===== src/rtl/traffic_pkg.sv =====
// Shared lamp/fault encodings for the traffic controller and its safety checker.
package traffic_pkg;

  localparam logic [1:0] LAMP_RED     = 2'b00;
  localparam logic [1:0] LAMP_YELLOW  = 2'b01;
  localparam logic [1:0] LAMP_GREEN   = 2'b10;
  localparam logic [1:0] LAMP_ILLEGAL = 2'b11;

  localparam logic [2:0] FLT_NONE         = 3'd0;
  localparam logic [2:0] FLT_ILLEGAL      = 3'd1;
  localparam logic [2:0] FLT_CONFLICT     = 3'd2;
  localparam logic [2:0] FLT_SEQ          = 3'd3;
  localparam logic [2:0] FLT_SHORT_GREEN  = 3'd4;
  localparam logic [2:0] FLT_SHORT_YELLOW = 3'd5;
  localparam logic [2:0] FLT_STARVE       = 3'd6;

  typedef enum logic [1:0] {
    CHK_IDLE  = 2'd0,
    CHK_ARM   = 2'd1,
    CHK_CHECK = 2'd2
  } chk_state_e;

  // Only hold, R->G, G->Y and Y->R are legal lamp steps.
  function automatic logic step_legal(input logic [1:0] prev, input logic [1:0] cur);
    return (cur == prev) ||
           (prev == LAMP_RED    && cur == LAMP_GREEN)  ||
           (prev == LAMP_GREEN  && cur == LAMP_YELLOW) ||
           (prev == LAMP_YELLOW && cur == LAMP_RED);
  endfunction

  // Road number (1..3) of the lowest set flag, 0 when none is set.
  function automatic logic [1:0] first_road(input logic [2:0] v);
    if (v[0]) return 2'd1;
    if (v[1]) return 2'd2;
    if (v[2]) return 2'd3;
    return 2'd0;
  endfunction

endpackage


===== src/rtl/lamp_track.sv =====
// Per-road tracker: remembers the previous lamp and how long it has been held,
// and flags the per-road rule violations for the current sample.
module lamp_track
  import traffic_pkg::*;
#(
  parameter int MIN_GREEN  = 4,
  parameter int MIN_YELLOW = 2,
  parameter int MAX_RED    = 64,
  parameter int CNT_W      = 8
) (
  input  logic       clk,
  input  logic       rst,
  input  logic       arm_i,
  input  logic       check_i,
  input  logic       flush_i,
  input  logic [1:0] lamp_i,
  output logic       illegal_o,
  output logic       seq_o,
  output logic       short_green_o,
  output logic       short_yellow_o,
  output logic       starve_o,
  output logic       g2y_o
);

  localparam logic [CNT_W-1:0] MIN_G = CNT_W'(MIN_GREEN);
  localparam logic [CNT_W-1:0] MIN_Y = CNT_W'(MIN_YELLOW);
  localparam logic [CNT_W-1:0] MAX_R = CNT_W'(MAX_RED);

  logic [1:0]       lamp_q, lamp_d;
  logic [CNT_W-1:0] dwell_q, dwell_d;
  logic             hold, g2y, y2r, r2r;

  // Violation flags for the current sample against the stored history.
  always_comb begin
    hold           = (lamp_i == lamp_q);
    g2y            = (lamp_q == LAMP_GREEN)  && (lamp_i == LAMP_YELLOW);
    y2r            = (lamp_q == LAMP_YELLOW) && (lamp_i == LAMP_RED);
    r2r            = (lamp_q == LAMP_RED)    && (lamp_i == LAMP_RED);
    illegal_o      = check_i && (lamp_i == LAMP_ILLEGAL);
    seq_o          = check_i && !step_legal(lamp_q, lamp_i);
    short_green_o  = check_i && g2y && (dwell_q < MIN_G);
    short_yellow_o = check_i && y2r && (dwell_q < MIN_Y);
    // Red held once more would push the dwell past the limit.
    starve_o       = check_i && r2r && (dwell_q >= MAX_R);
    g2y_o          = check_i && g2y;
  end

  // Next previous-lamp and saturating dwell count.
  always_comb begin
    lamp_d  = lamp_q;
    dwell_d = dwell_q;
    if (arm_i) begin
      lamp_d  = lamp_i;
      dwell_d = CNT_W'(1);
    end else if (check_i) begin
      lamp_d = lamp_i;
      if (!hold)                dwell_d = CNT_W'(1);
      else if (dwell_q != '1)   dwell_d = dwell_q + CNT_W'(1);
    end else if (flush_i) begin
      dwell_d = '0;
    end
  end

  // History registers.
  always_ff @(posedge clk) begin
    if (!rst) begin
      lamp_q  <= LAMP_RED;
      dwell_q <= '0;
    end else begin
      lamp_q  <= lamp_d;
      dwell_q <= dwell_d;
    end
  end

endmodule


===== config.mk =====
export PLATFORM = sky130hd
export DESIGN_NAME = lamp_track
export DESIGN_NICKNAME = d
export VERILOG_FILES = /design/src/rtl/traffic_pkg.sv /design/src/rtl/lamp_track.sv
export SDC_FILE = /design/constraint.sdc
export NUM_CORES = 1
export LEC_CHECK = 0
export CAP_MARGIN = 20
export CORE_MARGIN = 2
export CORE_UTILIZATION = 44
export DETAILED_ROUTE_END_ITERATION = 8
export PLACE_DENSITY = 0.76
export SYNTH_ARGS = -nofsm -noshare
export SYNTH_HDL_FRONTEND = slang
export SYNTH_SLANG_ARGS = --single-unit

===== constraint.sdc =====
create_clock -name clk -period 1.5 [get_ports clk]
set_input_delay 0.3 -clock clk [delete_from_list [all_inputs] [get_ports clk]]
set_output_delay 0.3 -clock clk [all_outputs]
set_load 0.01 [all_outputs]

## Word level (Yosys, flattened, before mapping)

Index checks and enable logic that the tools add are counted.

| word-level totals | value |
|---|---|
| output and inout bits | 6 |
| logic and storage cells | 48 |
| bits of input ports | 7 |
| register bits after elaboration | 10 |

| cells by class | value |
|---|---|
| $add $sub $neg | 1 |
| equal/unequal tests | 9 |
| bitwise operators | 1 |
| reduce and logical (&&, ||, !) cells | 24 |
| muxes and demuxes | 7 |
| order comparisons | 3 |

Operators by type and width:

| cell | count |
|---|---|
| 8-bit two-way mux | 4 |
| 1-bit logical AND | 12 |
| 8-bit by 1-bit adder with 8-bit output (second input constant) | 1 |
| 8-bit by 7-bit greater-or-equal comparator with 1-bit output (second input constant) | 1 |
| 8-bit by 2-bit less-than comparator with 1-bit output (second input constant) | 1 |
| 8-bit by 3-bit less-than comparator with 1-bit output (second input constant) | 1 |
| 8-bit inequality test (second input constant) | 1 |
| 2-bit equality test (second input constant) | 3 |
| 2-bit by 1-bit equality test with 1-bit output (second input constant) | 2 |
| 2-bit zero test | 2 |
| 2-bit two-way mux | 2 |
| 4-bit by 3-bit inequality test with 1-bit output (second input constant) | 1 |
| 2-bit AND reduction | 2 |
| 2-bit nonzero test | 2 |
| 1-bit logical OR | 3 |
| 3-bit by 2-bit inequality test with 1-bit output (second input constant) | 1 |
| 3-bit nonzero test | 1 |
| 2-bit equality test | 1 |
| 2-bit OR reduction | 1 |
| 1-bit zero test | 1 |
| 1-bit two-way mux | 1 |
| 1-bit inverter | 1 |

## Logic depth before layout (Yosys ltp)

Gate-level depths: netlist of run 1.

| depth | value |
|---|---|
| depth after elaboration | 7 |
| gate-level depth with buffers | 6 |
| mapped depth without buffers | 5 |

## Least setup slack after synthesis of run 1

Ideal clock, no wire load.

| timing path | value |
|---|---|
| path type | register -> register |
| start | register dwell_q[0] |
| end | register dwell_q[3] |
| cell stages (with the launch flop) | 7 |
| path slack | -139 ps |
| data required time | 1426 ps |
| path buffers | 1 |
| clock period less this slack | 1639 ps |
| arrival time | 1565 ps |
| library setup time | 74 ps |
| cell sequence | dfxtp_1 -> ha_1 -> and4_1 -> and3_1 -> buf_6 -> or4_1 -> a31oi_1 |

| on the way | value |
|---|---|
| longest elaborated chain between the ends | 4 |
| elaborated cells on any way between the ends | 7 |
| classes of those cells | add/sub (1); eq/ne (2); mux (3); reduce/logical (1) |

RTL lines:

| item | line | RTL |
|---|---|---|
| from (decl) | lamp_track.sv:30 | `logic [CNT_W-1:0] dwell_q, dwell_d;` |
| from (signal assigned) | lamp_track.sv:71 | `dwell_q <= dwell_d;` |
| 8-bit by 1-bit adder with 8-bit output | lamp_track.sv:58 | `else if (dwell_q != '1) dwell_d = dwell_q + CNT_W'(1);` |
| 8-bit two-way mux | lamp_track.sv:58 |  |
| 8-bit two-way mux | lamp_track.sv:57 | `if (!hold) dwell_d = CNT_W'(1);` |
| 8-bit two-way mux | lamp_track.sv:55 | `end else if (check_i) begin` |

Several ways; a longest one is shown, not always the timed one. The select of a mux whose other input is x is not followed.
A chain may end at the register's enable or synchronous reset.

## Worst setup path after layout of run 1

| timing path | value |
|---|---|
| start | register dwell_q[3] |
| end | output short_yellow_o |

| on the way | value |
|---|---|
| longest elaborated chain between the ends | 2 |

RTL lines:

| item | line | RTL |
|---|---|---|
| 8-bit by 2-bit less-than comparator with 1-bit output | lamp_track.sv:42 | `short_yellow_o = check_i && y2r && (dwell_q < MIN_Y);` |
| 1-bit logical AND | lamp_track.sv:42 |  |
| to (decl) | lamp_track.sv:20 | `output logic short_yellow_o,` |

No other way between the ends.

==> qor.txt, run 1 <==
DRC: 0
unrepaired setup endpoints after global routing: yes
leakage power: 0.000471 uW
Slew headroom: 76.4%
Critical R2R Launch: lamp_q[1]
antenna cell count: 0
area of the multi-input gates: 544 um2
Final Non-Filler Cells: 143
Placeable Area: 1470 um2
worst-margin pin slew: 0.349 ns
commonest non-fill, non-tap cells in the layout: buf_4 (24), nand2_1 (9)
final setup margin: -0.328 ns
Ports: 13
Startpoint Class: register
hold path startpoint: lamp_i[1]
Tcrit/Tclk final: 122%
P&R area growth vs syn: 69.0%
Site Rows: 14
FF+latch count, synth: 10
Inst Count DP: 135
Initial Util: 46.1%
clock-pin slew on the worst setup and hold paths: 0.08 ns
setup TNS: -0.651 ns
grt total ovfl: 0
largest family of logic cells by synthesized area: simple AND/OR/NAND/NOR gates
Avg WL per Cell: 15.6 um
maximum vdd drop: 0.576 mV
I/O Buffers: 12
Max Clock Skew: 0.00651 ns
Final nets: 136
H-tree lvl count: 1
worst hold slack: 0.568 ns
Die Ht: 43.3 um
Compound-Gate Fraction of Synth Area: 25.3%
Syn Inst Count: 87
Worst Hold Class: in2reg
Pwr Total: 717 uW
final hold violation count: 0
dpl hpwl: 1400 um
commonest non-fill, non-tap cell in the layout: buf_4
total die area: 1870 um2
Filler Cells Inserted: 99
Clock Path Buffers: 2
Post-Syn Area per Cell: 7.79 um2
fin. max-slew vios: 0
CTS Root Cell: clkbuf_4
Adder-Cell Fraction of Synth Area: 1.85%
vias in the first global route: 805
pin count of the biggest net entering global routing: 11
MaxCap Viol Count: 0
Warnings, synthesis: 0
Vias per Instance: 5.94
global placement routability congestion: 0.811
element type at the critical path end: primary output
Post-Synth XOR/XNOR Area: 5.17%
vias after detailed routing: 849
Placed Instance Area: 973 um2
Final min period: 1.83 ns
Worst Path Arrival: 1.53 ns
GRT Total Usage: 24.7%
Post-Synthesis Cell Area: 678 um2
final wirelength: 2230 um
f_max: 0.547 GHz
Critical Path Fanout Max: 2
CTS buffer count: 3
simple-gate share of the synthesized area: 31.9%
CTS Sinks: 10
share of post-route cells with drive strength above 1: 47.2%
Syn Nets: 95
Routed Antenna Nets: 0
final setup vio count: 5
width of the die: 43.3 um
initial antenna violation count: 0
Crit. Startpoint: dwell_q[3]
class of the most critical setup path: reg2out
Synth cell types: 36
global-route wire length before repair: 3460 um
failing checks: setup timing
hold buffers post-CTS: 0
clock latency on the worst-skew pair: 0.28 ns
area occupied by registers: 210 um2
status: finished, violations left
mux contribution to synthesized area: 0%
DR iter-0 viols: 26
WP data required: 1.20 ns
Power Density: 626 nW/um2
CTS tree: yes
DRT Pass-1 Iters: 4
sequential cell area fraction in the yosys report: 29.5%
Final Instance Area: 1150 um2
-- kinds of logic after synthesis --
kind of cell             count (synthesis)
adder cells (fa/ha/maj)                  1
XOR/XNOR                                 4
AND/OR/NAND/NOR                         40
AO/OA/AOI/OAI                           25
flip-flops                              10
buffers and inverters                    7
-- power breakdown --
part / internal (uW) / switching [uW]
registers: 271 / 5.41
logic: 97.4 / 85.0
clock network: 148 / 111
total: 516 / 201
-- synth_stat cells (all sizes together) --
| library cell | instances | area (um2) |
|---|---|---|
| inv | 2 | 7.51 |
| dfxtp | 10 | 200 |
| nor3 | 2 | 10.0 |
| nand2b | 2 | 12.5 |
| ha | 1 | 12.5 |
| or4 | 1 | 7.51 |
| xnor2 | 2 | 17.5 |
| a21boi | 2 | 15.0 |
| nand2 | 10 | 37.5 |
| or2 | 2 | 12.5 |
| a31oi | 3 | 18.8 |
| clkbuf | 2 | 7.51 |
| nor2 | 5 | 18.8 |
| and4 | 1 | 8.76 |
| nand4b | 1 | 8.76 |
| and3 | 3 | 18.8 |
| a41oi | 1 | 8.76 |
| o211ai | 1 | 7.51 |
| o41ai | 1 | 8.76 |
| nand3b | 1 | 7.51 |
| o211a | 1 | 10.0 |
| o21ai | 5 | 25.0 |
| and2 | 1 | 7.51 |
| xor2 | 2 | 17.5 |
| a21oi | 4 | 20.0 |
| nor4b | 1 | 8.76 |
| a221oi | 1 | 8.76 |
| buf | 3 | 27.5 |
| nor2b | 2 | 12.5 |
| a211o | 1 | 8.76 |
| a41o | 1 | 10.0 |
| nor4 | 2 | 12.5 |
| nand3 | 4 | 20.0 |
| nand4 | 2 | 12.5 |
| a211oi | 4 | 30.0 |
-- per-stage QoR --
step	worst slack [ns]	util, %
final	-0.328	77.9
after global routing	-0.388	77.9
after CTS	-0.326	76.7
after detailed placement	-0.787	66.2
after global placement	-0.680	66.2
after floorplan	-0.0971	-
-- sequential cells by signal, summed over array words and instances, names as in the netlist --
register,cells
dwell_q,8
lamp_q,2
-- final timing paths --
path	endpoint	slack [ns]	depth (start not counted)
worst max-delay path	short_yellow_o	-0.33	5
worst min-delay path	lamp_q[1]	0.57	4
worst max register to register	dwell_q[3]	-0.02	5
worst min register to register	dwell_q[2]	0.61	3
-- repair_timing --
action                                  CTS  global route
pin swaps                                12             3
endpoints found under the setup margin   14            12
buffers inserted                          4             0
gates resized for setup                  52             5
-- layout make-up --
type | instances | area share (%)
inverter | 2 | 0.655
clock buffer | 4 | 3.17
tap | 16 | 1.75
multi-input combinational | 70 | 47.5
timing repair buffer | 41 | 28.6
sequential | 10 | 18.3
-- metal layers --
metal | wire length, um | GRT usage, % | part of all wire, %
met5 | 0 | 0 | 0
met4 | 23 | 7.27 | 1.0
met3 | 86 | 2.55 | 3.9
met2 | 1220 | 46.3 | 55
met1 | 898 | 28.8 | 40
-- worst max-delay path, stage by stage (launching register included) --
cell	delay [ns]
dfxtp_2	0.32
nor4_2	0.25
buf_4	0.14
nand3b_1	0.11
nor4b_2	0.25
buf_2	0.17
Note: power is estimated with default switching activity, not from simulation.
==> run 2, diff against run 1 <==
--- a/config.mk
+++ b/config.mk
@@ -7,9 +7,10 @@
 export LEC_CHECK = 0
 export CAP_MARGIN = 20
 export CORE_MARGIN = 2
-export CORE_UTILIZATION = 44
+export CORE_UTILIZATION = 49
 export DETAILED_ROUTE_END_ITERATION = 8
-export PLACE_DENSITY = 0.76
+export HOLD_SLACK_MARGIN = 0.1
+export PLACE_DENSITY = 0.8
 export SYNTH_ARGS = -nofsm -noshare
 export SYNTH_HDL_FRONTEND = slang
 export SYNTH_SLANG_ARGS = --single-unit
==> constraint.sdc (replaced) <==
create_clock -name clk -period 1.8 [get_ports clk]
set_input_delay 0.36 -clock clk [delete_from_list [all_inputs] [get_ports clk]]
set_output_delay 0.36 -clock clk [all_outputs]
set_load 0.01 [all_outputs]
==> run 2 against run 1 <==
Effect of this change: the flow still finishes with violations (setup timing); first-iteration DRC count rose by 58%; sequential share of layout area rose by 2.5 points; via count fell by 8.6%; flip-flop and latch count did not move; clock-buffer cell count did not move; setup slack improved by 0.21 ns; worst hold slack got worse by 0.024 ns; clock skew fell by 0.0042 ns; core utilization fell by 3.0 points; critical path depth did not move; register-to-register slack improved by 0.08 ns; non-clock buffer count fell by 12; highest routed layer unchanged.
==> qor.txt, run 2 (synthesis gave the netlist of run 1 again) <==
Placeable Area: 1300 um2 (was 1470 um2)
hold buffers post-CTS: 0 (unchanged)
pin count of the biggest net entering global routing: 11 (unchanged)
top cell family by delay on the critical path: simple AND/OR/NAND/NOR gates (unchanged)
CP Cell Sequence: nor4_4, buf_4, nand3b_1, nor4b_2, buf_2 (was nor4_2, buf_4, nand3b_1, nor4b_2, buf_2)
failing checks: setup timing (unchanged)
total die area: 1700 um2 (was 1870 um2)
status: finished, violations left (unchanged)
max incr delay on CP: 0.34 ns (was 0.32 ns)
MaxCap Viol Count: 0 (unchanged)
clock latency on the worst-skew pair: 0.26 ns (was 0.28 ns)
Initial Util: 52.1% (was 46.1%)
Bufs and invs on worst path: 2 (unchanged)
initial antenna violation count: 0 (unchanged)
Die Ht: 41.2 um (was 43.3 um)
CTS tree: yes (unchanged)
Startpoint Class: register (unchanged)
dpl hpwl: 1360 um (was 1400 um)
worst-margin pin slew: 0.372 ns (was 0.349 ns)
maximum vdd drop: 0.479 mV (was 0.576 mV)
Max Clock Skew: 0.00227 ns (was 0.00651 ns)
most flop-heavy register: dwell_q (unchanged)
Clock Path Buffers: 2 (unchanged)
final wirelength: 1960 um (was 2230 um)
final setup margin: -0.122 ns (was -0.328 ns)
f_max: 0.520 GHz
length in cells of the worst reg-to-reg path: 5 (unchanged)
setup TNS: -0.291 ns (was -0.651 ns)
Routed Antenna Nets: 0 (unchanged)
fin. max-slew vios: 0 (unchanged)
unrepaired setup endpoints after global routing: yes (unchanged)
I/O Buffers: 12 (unchanged)
share of post-route cells with drive strength above 1: 33.9% (was 47.2%)
max reg flops: 8 (unchanged)
CTS Root Cell: clkbuf_4 (unchanged)
grt total ovfl: 0 (unchanged)
class of the most critical setup path: reg2out (unchanged)
DRC: 0 (unchanged)
CTS buffer count: 3 (unchanged)
element type at the critical path end: primary output (unchanged)
WP depth: 5 (unchanged)
Final nets: 124 (was 136)
Hold Path Stages: 2 (was 4)
Vias per Instance: 5.97 (was 5.94)
global-route wire length before repair: 2990 um (was 3460 um)
Slew headroom: 75.1% (was 76.4%)
final hold violation count: 0 (unchanged)
clock-pin slew on the worst setup and hold paths: 0.08 ns (about the same)
Largest regs: dwell_q (8), lamp_q (2) (unchanged)
P&R area growth vs syn: 43.7% (was 69.0%)
DR iter-0 viols: 41 (was 26)
worst hold slack: 0.544 ns (was 0.568 ns)
Tcrit/Tclk final: 107%
antenna cell count: 0 (unchanged)
Avg WL per Cell: 15.0 um (was 15.6 um)
commonest non-fill, non-tap cells in the layout: buf_4 (15), nand2_1 (9), dfxtp_1 (8) (was buf_4 (24), nand2_1 (9))
Site Rows: 13 (was 14)
global placement routability congestion: 0.737 (was 0.811)
vias after detailed routing: 776 (was 849)
final setup vio count: 3 (was 5)
leakage power: 0.000391 uW (was 0.000471 uW)
GRT Total Usage: 26.9% (was 24.7%)
Worst Hold Class: reg2reg (was in2reg)
Final min period: 1.92 ns
WP data required: 1.44 ns (was 1.20 ns)
H-tree lvl count: 1 (unchanged)
Power Density: 571 nW/um2 (was 626 nW/um2)
worst-path cell with the longest stage delay: dfxtp_2 (unchanged)
width of the die: 41.2 um (was 43.3 um)
vias in the first global route: 710 (was 805)
commonest non-fill, non-tap cell in the layout: buf_4 (unchanged)
buffer count from post-CTS setup fixing: 0 (was 4)
CTS Sinks: 10 (unchanged)
Ports: 13 (unchanged)
Critical Path Fanout Max: 2 (unchanged)
DRT Pass-1 Iters: 4 (unchanged)
Worst Path Arrival: 1.56 ns (was 1.53 ns)
run 2: cell types whose count changed in the layout (fill, tap and decap cells not counted), moves of 2 or more:
cell and delta:
buf_6 -3, xnor2_1 +2, and3_4 -2, dfxtp_1 +4, xnor2_4 -2, dfxtp_2 -3, buf_4 -9
run 2: worst paths after layout:
path                                 start              to  slack, ns
worst min-delay path            dwell_q[1]      dwell_q[1]       0.54
worst min register to register  dwell_q[1]      dwell_q[1]       0.54
worst max-delay path            dwell_q[5]  short_yellow_o      -0.12
worst max register to register  dwell_q[1]      dwell_q[3]       0.06
run 2: through the flow:
step	std cells	cell area [um2]	setup WS, ns	util (%)	total power, uW
floorplan	87	678	0.0829	-	288
global placement	126	910	-0.500	69.9	340
detailed placement	126	910	-0.588	69.9	344
global route	130	975	-0.216	74.9	581
finish	130	975	-0.122	74.9	556
CTS	130	968	-0.106	74.4	555
run 2: power by group:
part           internal (uW)  switching [uW]  total, uW
combinational           58.5            54.2        113
sequential               226            6.74        233
clock                    123            88.1        211
total                    407             149        556
run 2: area by class of cell:
type                            count  area (um2)
Multi-Input combinational cell     70         483
Fill cell                         113         327
Timing Repair Buffer               29         226
Sequential cell                    10         203
Clock buffer                        4        36.3
Tap cell                           15        18.8
Inverter                            2        7.51
run 2: timing repair:
item	in CTS	in global routing
cloned	0	0
setup endpoints to repair	7	9
pin swaps	3	0
resized for setup	34	4
run 2: worst reg2reg max path, stage by stage (launching register included):
cell and delay (ns):
dfxtp_2 0.35, ha_1 0.23, and4_1 0.24, and3_2 0.27, or4_1 0.42, a31oi_1 0.16
run 2: metal layers:
| metal | global-route usage (%) | part of all wire (%) | vias up |
|---|---|---|---|
| li1 | - | - | 386 |
| met1 | 29.0 | 42 | 368 |
| met2 | 50.4 | 54 | 18 |
| met3 | 5.98 | 2.4 | 4 |
| met4 | 9.68 | 1.2 | 0 |
| met5 | 0 | 0 | - |
